$ cat config.mk
export PLATFORM = sky130hd
export DESIGN_NAME = eth1g_gmii_tx
export DESIGN_NICKNAME = d
export VERILOG_FILES = /design/src/rtl/eth1g_pkg.sv /design/src/rtl/eth1g_crc32_d8.sv /design/src/rtl/eth1g_gmii_tx.sv
export SDC_FILE = /design/constraint.sdc
export NUM_CORES = 1
export LEC_CHECK = 0
export ABC_AREA = 1
export CORE_MARGIN = 5
export CORE_UTILIZATION = 50
export CTS_CLUSTER_DIAMETER = 80
export DETAILED_ROUTE_END_ITERATION = 8
export PLACE_DENSITY = 0.73
export SLEW_MARGIN = 25
export SYNTH_ARGS = -nofsm -noshare
export SYNTH_HDL_FRONTEND = slang
export SYNTH_SLANG_ARGS = --single-unit
$ cat constraint.sdc
create_clock -name clk -period 2.47 [get_ports clk]
set_clock_uncertainty 0.2 [all_clocks]
set_input_delay 0.247 -clock clk [delete_from_list [all_inputs] [get_ports clk]]
set_output_delay 0.247 -clock clk [all_outputs]
set_load 0.005 [all_outputs]
$ cat src/rtl/eth1g_pkg.sv
`default_nettype none
// +----------------------------------------------------------------------+
// | eth1g_pkg                                                            |
// | Shared constants, FSM encoding and byte helpers for the eth1g TX.    |
// | Revision: 1.0                                                        |
// +----------------------------------------------------------------------+
package eth1g_pkg;

  localparam logic [7:0]  GMII_PREAMBLE = 8'h55;
  localparam logic [7:0]  GMII_SFD      = 8'hD5;
  localparam logic [31:0] CRC32_POLY    = 32'h04C11DB7;
  localparam logic [31:0] CRC32_INIT    = 32'hFFFFFFFF;

  typedef enum logic [2:0] {
    ST_IDLE     = 3'd0,
    ST_PREAMBLE = 3'd1,
    ST_SFD      = 3'd2,
    ST_DATA     = 3'd3,
    ST_PAD      = 3'd4,
    ST_FCS      = 3'd5,
    ST_ABORT    = 3'd6,
    ST_IFG      = 3'd7
  } tx_state_e;

  // Bit reversal, used to derive the LSB-first form of the polynomial.
  function automatic logic [31:0] bit_rev32(input logic [31:0] v);
    logic [31:0] r;
    r = '0;
    for (int i = 0; i < 32; i++) r[i] = v[31-i];
    return r;
  endfunction

  // Index of the last valid byte lane of a word. Non-last words always carry
  // four bytes; a last word counts its leading ones with a floor of one.
  function automatic logic [1:0] be_last_lane(input logic [3:0] be, input logic last);
    logic [1:0] ll;
    if (!last) begin
      ll = 2'd3;
    end else begin
      casez (be)
        4'b1111: ll = 2'd3;
        4'b1110: ll = 2'd2;
        4'b110?: ll = 2'd1;
        default: ll = 2'd0;
      endcase
    end
    return ll;
  endfunction

  // Byte lane select, lane 0 is the most significant byte.
  function automatic logic [7:0] byte_of(input logic [31:0] w, input logic [1:0] lane);
    logic [7:0] b;
    case (lane)
      2'd0:    b = w[31:24];
      2'd1:    b = w[23:16];
      2'd2:    b = w[15:8];
      default: b = w[7:0];
    endcase
    return b;
  endfunction

endpackage
`default_nettype wire

$ cat src/rtl/eth1g_crc32_d8.sv
`default_nettype none
// +----------------------------------------------------------------------+
// | eth1g_crc32_d8                                                       |
// | Byte-per-clock IEEE 802.3 CRC-32, reflected form, registered state.  |
// | Revision: 1.0                                                        |
// +----------------------------------------------------------------------+
module eth1g_crc32_d8
  import eth1g_pkg::*;
(
  input  logic        clk,
  input  logic        rst_n,
  input  logic        init_i,
  input  logic        en_i,
  input  logic [7:0]  din_i,
  output logic [31:0] crc_o
);

  localparam logic [31:0] POLY_REFL = bit_rev32(CRC32_POLY);

  logic [31:0] crc_q;
  logic [31:0] crc_d;
  logic [31:0] step;

  // Eight LSB-first shift steps per byte; init has priority over update.
  always_comb begin
    step = crc_q;
    for (int i = 0; i < 8; i++) begin
      if (step[0] ^ din_i[i]) step = (step >> 1) ^ POLY_REFL;
      else                    step = step >> 1;
    end
    crc_d = crc_q;
    if (init_i)    crc_d = CRC32_INIT;
    else if (en_i) crc_d = step;
  end

  // CRC state register.
  always_ff @(posedge clk or negedge rst_n) begin
    if (!rst_n) crc_q <= CRC32_INIT;
    else        crc_q <= crc_d;
  end

  assign crc_o = crc_q;

endmodule
`default_nettype wire

$ cat src/rtl/eth1g_gmii_tx.sv
`default_nettype none
// +----------------------------------------------------------------------+
// | eth1g_gmii_tx                                                        |
// | 32-bit word stream to GMII: preamble/SFD, pad, FCS, IFG, underrun.   |
// | Revision: 1.0                                                        |
// +----------------------------------------------------------------------+
module eth1g_gmii_tx
  import eth1g_pkg::*;
#(
  parameter int PREAMBLE_LEN = 7,
  parameter int MIN_FRAME    = 60,
  parameter int IFG_BYTES    = 12
) (
  input  logic        clk,
  input  logic        rst_n,
  input  logic [31:0] tx_data_in,
  input  logic [3:0]  tx_be_in,
  input  logic        tx_data_in_last,
  input  logic        tx_data_in_rdy,
  output logic        tx_data_in_rd,
  output logic        tx_busy,
  output logic        tx_underrun,
  output logic [7:0]  gmii_txd,
  output logic        gmii_tx_en,
  output logic        gmii_tx_er
);

  // Each state names the byte slot currently on the wire; every edge picks the
  // next slot and registers its byte and strobes together.
  tx_state_e   state_q, state_d;
  logic [7:0]  cnt_q, cnt_d;
  logic [1:0]  lane_q, lane_d;
  logic [1:0]  lastlane_q, lastlane_d;
  logic        last_q, last_d;
  logic [31:0] word_q, word_d;
  logic [10:0] bytecnt_q, bytecnt_d;
  logic [10:0] bytecnt_inc;
  logic [7:0]  txd_q, txd_d;
  logic        en_q, en_d;
  logic        er_q, er_d;
  logic        busy_q, busy_d;
  logic        rd_q, rd_d;
  logic        und_q, und_d;
  logic        crc_init, crc_en;
  logic [31:0] crc;
  logic        start, load, tail;

  eth1g_crc32_d8 u_crc (
    .clk    (clk),
    .rst_n  (rst_n),
    .init_i (crc_init),
    .en_i   (crc_en),
    .din_i  (txd_d),
    .crc_o  (crc)
  );

  // Next-slot selection. rd is raised for the slot during which the word is
  // consumed, and the word is latched at the edge that ends that slot, so the
  // FWFT source still shows it when we capture it.
  always_comb begin
    state_d    = state_q;
    cnt_d      = cnt_q;
    lane_d     = lane_q;
    lastlane_d = lastlane_q;
    last_d     = last_q;
    word_d     = word_q;
    bytecnt_d  = bytecnt_q;
    txd_d      = 8'h00;
    en_d       = 1'b0;
    er_d       = 1'b0;
    und_d      = 1'b0;
    busy_d     = busy_q;
    rd_d       = 1'b0;
    crc_init   = 1'b0;
    crc_en     = 1'b0;
    start      = 1'b0;
    load       = 1'b0;
    tail       = 1'b0;
    bytecnt_inc = (bytecnt_q == 11'h7FF) ? bytecnt_q : bytecnt_q + 11'd1;

    case (state_q)
      ST_IDLE: begin
        busy_d = 1'b0;
        start  = tx_data_in_rdy;
      end
      ST_PREAMBLE: begin
        en_d = 1'b1;
        if (cnt_q == 8'(PREAMBLE_LEN - 1)) begin
          state_d = ST_SFD;
          txd_d   = GMII_SFD;
          rd_d    = tx_data_in_rdy;
        end else begin
          cnt_d = cnt_q + 8'd1;
          txd_d = GMII_PREAMBLE;
        end
      end
      ST_SFD: load = 1'b1;
      ST_DATA: begin
        if (lane_q != lastlane_q) begin
          lane_d    = lane_q + 2'd1;
          en_d      = 1'b1;
          txd_d     = byte_of(word_q, lane_d);
          bytecnt_d = bytecnt_inc;
          crc_en    = 1'b1;
          if (lane_d == lastlane_q && !last_q) rd_d = tx_data_in_rdy;
        end else if (!last_q) begin
          load = 1'b1;
        end else begin
          tail = 1'b1;
        end
      end
      ST_PAD: tail = 1'b1;
      ST_FCS: begin
        if (cnt_q != 8'd3) begin
          cnt_d = cnt_q + 8'd1;
          en_d  = 1'b1;
          txd_d = ~byte_of(crc, ~cnt_d[1:0]);
        end else begin
          state_d = ST_IFG;
          cnt_d   = 8'd0;
        end
      end
      ST_ABORT: begin
        state_d = ST_IFG;
        cnt_d   = 8'd0;
      end
      ST_IFG: begin
        if (cnt_q == 8'(IFG_BYTES - 1)) begin
          // A waiting frame chains straight into its preamble so the gap is
          // exactly IFG_BYTES clocks; otherwise drop to idle.
          if (tx_data_in_rdy) begin
            start = 1'b1;
          end else begin
            state_d = ST_IDLE;
            busy_d  = 1'b0;
          end
        end else begin
          cnt_d = cnt_q + 8'd1;
        end
      end
      default: state_d = ST_IDLE;
    endcase

    if (start) begin
      state_d   = ST_PREAMBLE;
      cnt_d     = 8'd0;
      en_d      = 1'b1;
      txd_d     = GMII_PREAMBLE;
      busy_d    = 1'b1;
      crc_init  = 1'b1;
      bytecnt_d = 11'd0;
    end

    // A missing rd means the source was not ready: abort with one error byte.
    if (load) begin
      if (rd_q) begin
        state_d    = ST_DATA;
        word_d     = tx_data_in;
        last_d     = tx_data_in_last;
        lastlane_d = be_last_lane(tx_be_in, tx_data_in_last);
        lane_d     = 2'd0;
        en_d       = 1'b1;
        txd_d      = tx_data_in[31:24];
        bytecnt_d  = bytecnt_inc;
        crc_en     = 1'b1;
      end else begin
        state_d = ST_ABORT;
        en_d    = 1'b1;
        er_d    = 1'b1;
        und_d   = 1'b1;
      end
    end

    if (tail) begin
      en_d = 1'b1;
      if (bytecnt_q < 11'(MIN_FRAME)) begin
        state_d   = ST_PAD;
        txd_d     = 8'h00;
        bytecnt_d = bytecnt_inc;
        crc_en    = 1'b1;
      end else begin
        state_d = ST_FCS;
        cnt_d   = 8'd0;
        txd_d   = ~crc[7:0];
      end
    end
  end

  // State, datapath and registered outputs.
  always_ff @(posedge clk or negedge rst_n) begin
    if (!rst_n) begin
      state_q    <= ST_IDLE;
      cnt_q      <= 8'd0;
      lane_q     <= 2'd0;
      lastlane_q <= 2'd0;
      last_q     <= 1'b0;
      word_q     <= 32'd0;
      bytecnt_q  <= 11'd0;
      txd_q      <= 8'h00;
      en_q       <= 1'b0;
      er_q       <= 1'b0;
      busy_q     <= 1'b0;
      rd_q       <= 1'b0;
      und_q      <= 1'b0;
    end else begin
      state_q    <= state_d;
      cnt_q      <= cnt_d;
      lane_q     <= lane_d;
      lastlane_q <= lastlane_d;
      last_q     <= last_d;
      word_q     <= word_d;
      bytecnt_q  <= bytecnt_d;
      txd_q      <= txd_d;
      en_q       <= en_d;
      er_q       <= er_d;
      busy_q     <= busy_d;
      rd_q       <= rd_d;
      und_q      <= und_d;
    end
  end

  assign gmii_txd      = txd_q;
  assign gmii_tx_en    = en_q;
  assign gmii_tx_er    = er_q;
  assign tx_busy       = busy_q;
  assign tx_data_in_rd = rd_q;
  assign tx_underrun   = und_q;

endmodule
`default_nettype wire

==> metrics.yaml, run 1 <==
timing:
  hold_viol: 0
  fin_crit_sh: 1.20
  rsz0062_at_grt: "yes"
  finalWorstSetupSlack_ps: -503
  slew_headroom: 0.634
  tightest_slew_ps: 545
  max_freq_ghz: 0.336
  drv_slew: 0
  fin_crit_ps: 2970
  setup_violations: 36
  finalSetupTns_ps: -10620
drt:
  dr.pass1.iters: 8
  antenna_left: 0
  vias: 8284
  wl_per_cell_um: 21.6
  drc_errors: 0
  wirelength_mm: 29.3
  first_iter_violations: 1120
  vias_per_cell: 6.10
global_routing:
  grt_pass1_wl_mm: 36.6
  grt_max_degree: 45
  antenna_found_initial: 0
  grt_remaining_overflow: 0
  grt_usage: 0.287
  grt_pass1_vias: 7490
clock_tree:
  cts_tree: "yes"
  clock-root-buffer: "clkbuf_16"
  clockBufferDepth: 2
  worstSkewPairLatency_ps: 370
  htreeDepth: 3
  numCtsBuffers: 9
  clk_pin_slew_ps: 80
  clock_sinks: 103
logic_synthesis:
  synth-seq-cells: 103
  synth_area_leaders: "dfrtp_1 (27%), nand2_1 (20%), dfstp_2 (13%)"
  syn_nets: 977
  async_reset_ff_frac: 1.00
  synth_area_um2: 6700
  synth.most_common_cell: "nand2_1"
  ys.warnings.count: 0
  syn_avg_cell_area_um2: 7.22
  ys_top_cells_by_count: "nand2_1 (358), dfrtp_1 (71), nand3_1 (71), inv_1 (65), nor2_1 (57)"
  ys_seq_area_frac: 0.390
  synth_edf_count: 0
  synthDistinctLibCells: 52
  synth_ff_type: "dfrtp_1"
  synth.largest_area_cell: "dfrtp_1"
  syn_inst: 928
  synth_top_area_frac: 0.265
placed_design:
  post-place-ws_ps: -402
  routabilityCongestion: 0.974
  dp_hpwl_mm: 14.9
  portBuffers: 52
floorplan:
  core-area_um2: 13200
  die_w_um: 126
  rows: 42
  die_h_um: 126
  initial_core_util: 0.508
  die_area_um2: 15800
  io_pins: 53
hold_path:
  hp-class: "input port to async pin"
critical_path:
  crit_path_end_kind: "flip-flop"
  worst_setup_path_start_kind: "flip-flop"
  critPathArrivalTime_ps: 3090
  path_max_fanout: 9
  required_ps: 2590
  worstSetupPathType: "flip-flop to flip-flop"
final_layout:
  n_fill_cell: 663
  area_growth_pct: 61.5
  antenna_cells: 0
  nets: 1227
  drive_above_1_share: 0.462
  final_util: 0.821
run:
  drv_cap: 0
status:
  violations: "negative setup slack"
  outcome: "finished, violations left"
-- layer usage --
layer,GRT usage,up-vias,routed length (µm)
met2,0.490,670,14000
met5,0,-,0
met3,0.0648,230,2880
met1,0.350,3919,10200
li1,-,3465,-
met4,0.121,0,2250
-- state kept, by name, summed over array words and instances (netlist names) --
| name | cells |
|---|---|
| tx_data_in_rd | 1 |
| tx_busy | 1 |
| tx_underrun | 1 |
| state_q | 3 |
| bytecnt_q | 11 |
| cnt_q | 8 |
| last_q | 1 |
| lastlane_q | 2 |
| u_crc.crc_o | 32 |
| gmii_txd | 8 |
| word_q | 32 |
| lane_q | 2 |
| gmii_tx_en | 1 |
-- placed cells by master, fill, tap and decap left out, types with 5 or more instances in the layout --
| cell | netlist | layout |
|---|---|---|
| buf_4 | 3 | 158 |
| o21ai_0 | 29 | 20 |
| xor2_2 | 1 | 13 |
| nor2_1 | 57 | 42 |
| nand2_1 | 358 | 258 |
| nand2_4 | 9 | 43 |
| inv_2 | 19 | 17 |
| inv_1 | 65 | 55 |
| nand3_1 | 71 | 37 |
| clkdlybuf4s50_1 | 0 | 51 |
| nand2_2 | 20 | 79 |
| nand4_1 | 16 | 16 |
| dfstp_2 | 32 | 32 |
| nand2_8 | 0 | 8 |
| nand3_4 | 1 | 14 |
| o21ai_2 | 1 | 6 |
| buf_6 | 2 | 42 |
| nor2_4 | 8 | 16 |
| nor2_2 | 6 | 13 |
| xor2_1 | 33 | 20 |
| nand3_2 | 8 | 29 |
| a21oi_1 | 19 | 15 |
| nor3_1 | 7 | 7 |
| dfrtp_2 | 0 | 5 |
| ha_4 | 0 | 8 |
| inv_4 | 2 | 9 |
| clkbuf_16 | 0 | 10 |
| dfrtp_1 | 71 | 66 |
| o21ai_1 | 12 | 14 |
| buf_12 | 0 | 10 |
-- area by class of cell --
type                            count  area (µm²)  share of cell area
Clock buffer                       13         260              0.0240
Sequential cell                   103        2620               0.242
Timing Repair Buffer              265        2430               0.225
Tap cell                          176         220              0.0203
Clock inverter                      3        41.3             0.00381
Inverter                           86         372              0.0343
Multi-Input combinational cell    713        4880               0.450
-- final timing paths --
path | start | endpoint | slack [ps] | cells after the start
setup / recovery | cnt_q[1] | u_crc.crc_o[25] | -500 | 20
hold / removal | rst_n | lane_q[0] | 110 | 2
setup reg to reg | cnt_q[1] | u_crc.crc_o[25] | -500 | 20
hold reg to reg | word_q[20] | word_q[20] | 280 | 2
max in group asynchronous | rst_n | u_crc.crc_o[9] | 1290 | 3
min in group clk | tx_data_in[1] | word_q[1] | 220 | 3
-- logic make-up (layout without fill, tap and decap cells) --
family	count (synthesis)	in the layout	share of synthesized area
buf+inv	113	367	0.0709
simple gates	575	576	0.388
mux	1	1	0.00149
xor+xnor	42	42	0.0580
fa+ha+maj	9	9	0.0168
compound gates	85	85	0.0745
flops	103	103	0.390
-- per-stage QoR --
stage / hold slack [ps] / instance area, µm² / instances
after floorplan: -249 / 6700 / 928
after global placement: -52.6 / 8390 / 1267
after detailed placement: -50.9 / 8390 / 1267
after CTS: 105 / 9760 / 1320
after global routing: 122 / 10800 / 1359
final: 109 / 10800 / 1359
-- critical path: stages, from the launching register on --
cell,delay [ps]
dfrtp_2,470
buf_6,140
ha_4,160
buf_4,130
nand2_2,60
nand3_2,70
nand2_1,90
nand2_1,70
nor2_1,140
nor2_2,70
nand3_2,90
nand2_2,80
nand2_4,140
buf_12,190
xor2_2,240
nand2_1,150
nand2_1,110
nand2_1,80
nand3_1,90
o21ai_1,80
inv_1,60
-- what timing repair did --
action	CTS	global route
hold endpoints to repair	73	0
pin swaps	76	102
hold buffers	1	0
gates cloned	1	1
resized for setup	194	181
setup endpoints to repair	35	49
buffers inserted	35	44
Power of run 1 is not shown: default switching activity piles up to over one toggle a cycle in this logic, so the estimate is an artifact.
==> inputs of run 2 (changes only) <==
--- a/config.mk
+++ b/config.mk
@@ -10,7 +10,7 @@
 export CORE_UTILIZATION = 50
 export CTS_CLUSTER_DIAMETER = 80
 export DETAILED_ROUTE_END_ITERATION = 8
-export PLACE_DENSITY = 0.73
+export PLACE_DENSITY = 0.75
 export SLEW_MARGIN = 25
 export SYNTH_ARGS = -nofsm -noshare
 export SYNTH_HDL_FRONTEND = slang
==> run 2 against run 1 <==
Effect of this change:
- critical path depth increased by 2
- utilization fell by 2.7 points
- die area did not move
- maximum frequency decreased by 3.7%
- the run still ends with negative setup slack left
- worst hold slack gained 68 ps
- design area down 3.3%
- largest cell class unchanged
- first-iteration DRC count shrank 7.4%
- critical endpoint is now u_crc.crc_o[21]
- wire length fell by 6.5%
- worst setup slack got worse by 110 ps
- register-to-register slack got worse by 110 ps
- global-route usage shrank 2.0 points
- sequential cell count did not move
==> metrics.yaml, run 2 (synthesized netlist as in run 1, its figures left out) <==
status:
  outcome: "finished, violations left"
  violations: "negative setup slack"
global_routing:
  antenna_found_initial: 0  # unchanged
  grt_max_degree: 68  # +51%
  grt_pass1_wl_mm: 33.9  # -7.4%
  grt_remaining_overflow: 0  # unchanged
  grt_usage: 0.266  # -0.0205
  grt_pass1_vias: 6937  # -7.4%
critical_path:
  critPathArrivalTime_ps: 3180  # +90 ps
  crit_top_cell: "nand2_1"
  reg2reg_from: "cnt_q[1]"
  worstSetupPathType: "flip-flop to flip-flop"
  r2r_slack_ps: -620  # -110 ps
  worstRegToRegCells: 22  # +10%
  required_ps: 2560  # -30 ps
  path_buf_inv: 4  # unchanged
  crit_cells: 22  # +10%
  worst_setup_path_start_kind: "flip-flop"
  path_max_fanout: 7  # -2
  max_stage_delay_ps: 460  # about the same
  crit_family: "simple AND/OR/NAND/NOR gates"
  crit_path_end_kind: "flip-flop"
  cpMaxStageDelayCell: "dfrtp_2"
  crit_chain: "buf_6 > ha_4 > buf_12 > nand2_4 > nand3_2 > nand2_1 > nand2_1 > nor2_1 > nor2_1 > nand2_1 > inv_1 > nand2_2 > nand2_8 > buf_12 > xnor2_1 > nand2_1 > nand2_1 > nand2_1 > nand2_1 > nand2_1 > nand3_2 > nand2_1"
  worstReg2RegEnd: "u_crc.crc_o[21]"
placed_design:
  post-place-ws_ps: -364  # +38.5 ps
  portBuffers: 52  # unchanged
  routabilityCongestion: 0.962  # -1.3%
  dp_hpwl_mm: 14.7  # -1.3%
clock_tree:
  clockBufferDepth: 2  # unchanged
  htreeDepth: 3  # unchanged
  numCtsBuffers: 9  # unchanged
  clock_sinks: 103  # unchanged
  worstSkewPairLatency_ps: 380  # about the same
  clock-root-buffer: "clkbuf_16"
  clk_pin_slew_ps: 70  # about the same
  cts_tree: "yes"
timing:
  slew_headroom: 0.648  # +0.0147
  tightest_slew_ps: 523  # -21.8 ps
  finalWorstSetupSlack_ps: -616  # -114 ps
  drv_slew: 0  # unchanged
  rsz0062_at_grt: "yes"
  fin_crit_sh: 1.25  # +0.0461
  hold_viol: 0  # unchanged
  finalSetupTns_ps: -12460  # -1840 ps
  worst_hold_slack_ps: 177  # +68.1 ps
  max_freq_ghz: 0.324  # -3.7%
  setup_violations: 37  # +2.8%
  fin_crit_ps: 3090  # +114 ps
drt:
  vias: 8038  # -3.0%
  first_iter_violations: 1037  # -7.4%
  dr.pass1.iters: 6  # -2
  wl_per_cell_um: 20.4  # -5.3%
  antenna_left: 0  # unchanged
  m1WireLength_mm: 9.89  # -2.9%
  drc_errors: 0  # unchanged
  wl_met3_mm: 2.69  # -6.8%
  top_layer: "met4"
  vias_per_cell: 5.99  # -1.7%
  dr_wl_met2_mm: 12.8  # -8.6%
  wirelength_mm: 27.4  # -6.5%
final_layout:
  multi_input_area_um2: 4650  # -4.6%
  final_common_cell: "nand2_1"
  ff_latch_area_um2: 2620  # about the same
  antenna_cells: 0  # unchanged
  area_growth_pct: 56.2
  nets: 1210  # -1.4%
  drive_above_1_share: 0.422  # -0.0396
  n_fill_cell: 741  # +12%
  final_cell_mix: "nand2_1 (277), buf_4 (147), dfrtp_1 (68)"
pwr:
  p_leak_nw: 5.04
  worst_ir_drop_vdd_uv: 1100
  p_total_mw: 18.3
  power_per_cell_area_nw_per_um2: 1750
floorplan:
  rows: 42  # unchanged
  core-area_um2: 13200  # unchanged
  initial_core_util: 0.508  # unchanged
  die_h_um: 126  # unchanged
  io_pins: 53  # unchanged
  die_area_um2: 15800  # unchanged
  die_w_um: 126  # unchanged
hold_path:
  hp-class: "input port to async pin"
run:
  drv_cap: 0  # unchanged
run 2: stage by stage:
stage,cells,cell area (µm²),util
2_1_floorplan,928,6700,-
3_3_place_gp,1264,8380,0.636
3_5_place_dp,1264,8380,0.636
4_1_cts,1308,9320,0.707
5_1_grt,1342,10500,0.794
6_report,1342,10500,0.794
run 2: how the worst max path moves through the flow:
| stage | from | endpoint | slack [ps] |
|---|---|---|---|
| 3_5_place_dp | cnt_q[0] | u_crc.crc_o[25] | -360 |
| 5_1_grt | cnt_q[1] | u_crc.crc_o[21] | -750 |
| 6_report | cnt_q[1] | u_crc.crc_o[21] | -620 |
| 3_3_place_gp | cnt_q[1] | u_crc.crc_o[25] | -330 |
| 4_1_cts | cnt_q[0] | u_crc.crc_o[25] | -210 |
| 2_1_floorplan | lane_q[0] | u_crc.crc_o[20] | 1 |
run 2: area by class of cell:
class	instances	share of cell area
inverter	86	0.0365
timing repair buffer	248	0.218
clock inverter	7	0.00789
tap	176	0.0210
sequential	103	0.250
clock buffer	9	0.0215
multi-input combinational	713	0.444
run 2: layer usage:
| layer | global-route usage | vias up |
|---|---|---|
| li1 | - | 3431 |
| met2 | 0.439 | 638 |
| met5 | 0 | - |
| met3 | 0.0660 | 217 |
| met4 | 0.103 | 0 |
| met1 | 0.339 | 3752 |
run 2: power breakdown:
part | leakage [nW] | internal [mW] | switching (mW)
Sequential | 1.11 | 2.40 | 0.564
Combinational | 3.79 | 5.83 | 7.92
Clock | 0.144 | 0.800 | 0.760
run 2: timing repair:
| item | 4_1_cts | 5_1_grt |
|---|---|---|
| pin swaps | 31 | 88 |
| endpoints found under the setup margin | 28 | 48 |
| gates resized for setup | 111 | 208 |
| hold buffers | 1 | 0 |
| endpoints found under the hold margin | 36 | 0 |
| gates cloned | 0 | 2 |
| buffers inserted | 27 | 34 |
Note: power is estimated with default switching activity, not from simulation.
==> inputs of run 3 (changes only) <==
--- a/config.mk
+++ b/config.mk
@@ -8,6 +8,7 @@
 export ABC_AREA = 1
 export CORE_MARGIN = 5
 export CORE_UTILIZATION = 50
+export CTS_BUF_LIST = sky130_fd_sc_hd__clkbuf_4 sky130_fd_sc_hd__clkbuf_8
 export CTS_CLUSTER_DIAMETER = 80
 export DETAILED_ROUTE_END_ITERATION = 8
 export PLACE_DENSITY = 0.75
==> run 3 against run 2 <==
Effect of this change:
- the flow still finishes with violations (negative setup slack)
- worst hold slack got worse by 53 ps
- sequential cell count did not move
- critical path depth down 5
- sequential power down 1%
- global-route usage decreased by 0.39 points
- critical endpoint unchanged
==> metrics.yaml, run 3 (synthesized netlist as in run 1, its figures left out) <==
status:
  outcome: "finished, violations left"
  violations: "negative setup slack"
floorplan:
  die_area_um2: 15800  # unchanged
  rows: 42  # unchanged
  initial_core_util: 0.508  # unchanged
  io_pins: 53  # unchanged
  die_h_um: 126  # unchanged
  die_w_um: 126  # unchanged
  core-area_um2: 13200  # unchanged
timing:
  fin_crit_sh: 1.20  # -0.0526
  drv_slew: 0  # unchanged
  tightest_slew_ps: 497  # -25.3 ps
  setup_violations: 32  # -14%
  rsz0062_at_grt: "yes"
  slew_headroom: 0.665  # +0.0171
  finalSetupTns_ps: -9360  # +3100 ps
  finalWorstSetupSlack_ps: -487  # +130 ps
  fin_crit_ps: 2960  # -130 ps
  hold_viol: 0  # unchanged
  max_freq_ghz: 0.338  # +4.4%
critical_path:
  worstRegToRegCells: 17  # -23%
  crit_chain: "buf_6 > ha_4 > buf_6 > nand2_1 > nand4_1 > o21ai_1 > nor2_2 > nor2_2 > nand4_1 > nand2_4 > nand3_2 > nand2_8 > nand3_1 > nand2_1 > nand2_1 > nand3_2 > nand2_1"
  worstReg2RegEnd: "u_crc.crc_o[21]"
  crit_top_cell: "nand2_1"
  worst_setup_path_start_kind: "flip-flop"
  max_stage_delay_ps: 490  # +30 ps
  critPathArrivalTime_ps: 3110  # -70 ps
  worstSetupPathType: "flip-flop to flip-flop"
  r2r_slack_ps: -490  # +130 ps
  required_ps: 2620  # +60 ps
  crit_path_end_kind: "flip-flop"
  reg2reg_from: "lane_q[1]"
  path_max_fanout: 7  # unchanged
  cpMaxStageDelayCell: "dfrtp_2"
run:
  drv_cap: 0  # unchanged
hold_path:
  hp-class: "input port to async pin"
drt:
  antenna_left: 0  # unchanged
  drc_errors: 0  # unchanged
  dr.pass1.iters: 8  # +2
  vias_per_cell: 5.68  # -5.2%
  first_iter_violations: 966  # -6.8%
  wirelength_mm: 24.5  # -11%
  vias: 7532  # -6.3%
  wl_per_cell_um: 18.5  # -9.7%
final_layout:
  area_growth_pct: 49.5
  final_common_cell: "nand2_1"
  ff_latch_area_um2: 2620  # unchanged
  final_cell_mix: "nand2_1 (286), buf_4 (136), dfrtp_1 (68)"
  final_area_um2: 10000  # -4.3%
  antenna_cells: 0  # unchanged
  final_util: 0.760  # -0.0338
  nets: 1194  # -1.3%
  multi_input_area_um2: 4480  # -3.8%
  drive_above_1_share: 0.395  # -0.0272
  n_fill_cell: 869  # +17%
pwr:
  worst_ir_drop_vdd_uv: 1110  # +0.85%
  p_total_mw: 17.0  # -7.0%
  power_per_cell_area_nw_per_um2: 1700  # -2.9%
  p_leak_nw: 4.88  # -3.2%
clock_tree:
  numCtsBuffers: 9  # unchanged
  worstSkewPairLatency_ps: 420  # +40 ps
  clock-root-buffer: "clkbuf_8"
  clockBufferDepth: 2  # unchanged
  htreeDepth: 3  # unchanged
  cts_tree: "yes"
  clock_sinks: 103  # unchanged
  clk_pin_slew_ps: 110  # +40 ps
placed_design:
  dp_hpwl_mm: 14.7  # unchanged
  post-place-ws_ps: -364  # unchanged
  portBuffers: 52  # unchanged
  routabilityCongestion: 0.962  # unchanged
  postPlaceCellArea_um2: 8380  # unchanged
global_routing:
  grt_max_degree: 68  # unchanged
  grt_pass1_wl_mm: 33.6  # -1.0%
  antenna_found_initial: 0  # unchanged
  grt_pass1_vias: 6809  # -1.8%
  grt_usage: 0.262  # -0.00389
  grt_remaining_overflow: 0  # unchanged
-- run 3: area by class of cell --
class / instances / share of cell area
clock buffer: 9 / 0.0124
clock inverter: 7 / 0.00824
inverter: 86 / 0.0368
multi-input combinational: 712 / 0.447
sequential: 103 / 0.262
timing repair buffer: 233 / 0.213
tap: 176 / 0.0220
-- run 3: how the worst max path moves through the flow --
stage                     startpoint  slack [ps]              end
final                      lane_q[1]        -490  u_crc.crc_o[21]
after global routing        cnt_q[1]        -580  u_crc.crc_o[29]
after CTS                   cnt_q[1]        -200  u_crc.crc_o[24]
after detailed placement    cnt_q[0]        -360  u_crc.crc_o[25]
after global placement      cnt_q[1]        -330  u_crc.crc_o[25]
after floorplan            lane_q[0]           1  u_crc.crc_o[20]
-- run 3: per-layer routing --
| metal | routed length (µm) | global-route usage | vias up | share of wire |
|---|---|---|---|---|
| met5 | 0 | 0 | - | 0 |
| li1 | - | - | 3392 | - |
| met4 | 1300 | 0.0902 | 0 | 0.053 |
| met3 | 2130 | 0.0601 | 143 | 0.087 |
| met1 | 9320 | 0.343 | 3532 | 0.38 |
| met2 | 11700 | 0.432 | 465 | 0.48 |
-- run 3: repair_timing --
item | 4_1_cts | 5_1_grt
gates resized for setup | 117 | 159
hold buffers | 1 | 0
buffers inserted | 22 | 26
setup endpoints to repair | 30 | 45
endpoints found under the hold margin | 36 | 0
pin swaps | 42 | 77
gates cloned | 0 | 1
-- run 3: worst max-delay path, delay by kind of cell, from the launching register on --
family                     cells  cell delay, ps
and+or+nand+nor               13            1620
DFF                            1             490
buffers and inverters          2             280
adders and majority gates      1             170
AOI/OAI and AO/OA              1             120
-- run 3: metrics by stage --
step / std cells / hold slack, ps
after floorplan: 928 / -249
after global placement: 1264 / 39.8
after detailed placement: 1264 / 40.9
after CTS: 1303 / 141
after global routing: 1326 / 168
final: 1326 / 124
-- run 3: power by group --
group / total [mW] / internal [mW] / switching [mW]
registers: 2.92 / 2.39 / 0.526
logic: 12.9 / 5.51 / 7.39
clock network: 1.18 / 0.481 / 0.696
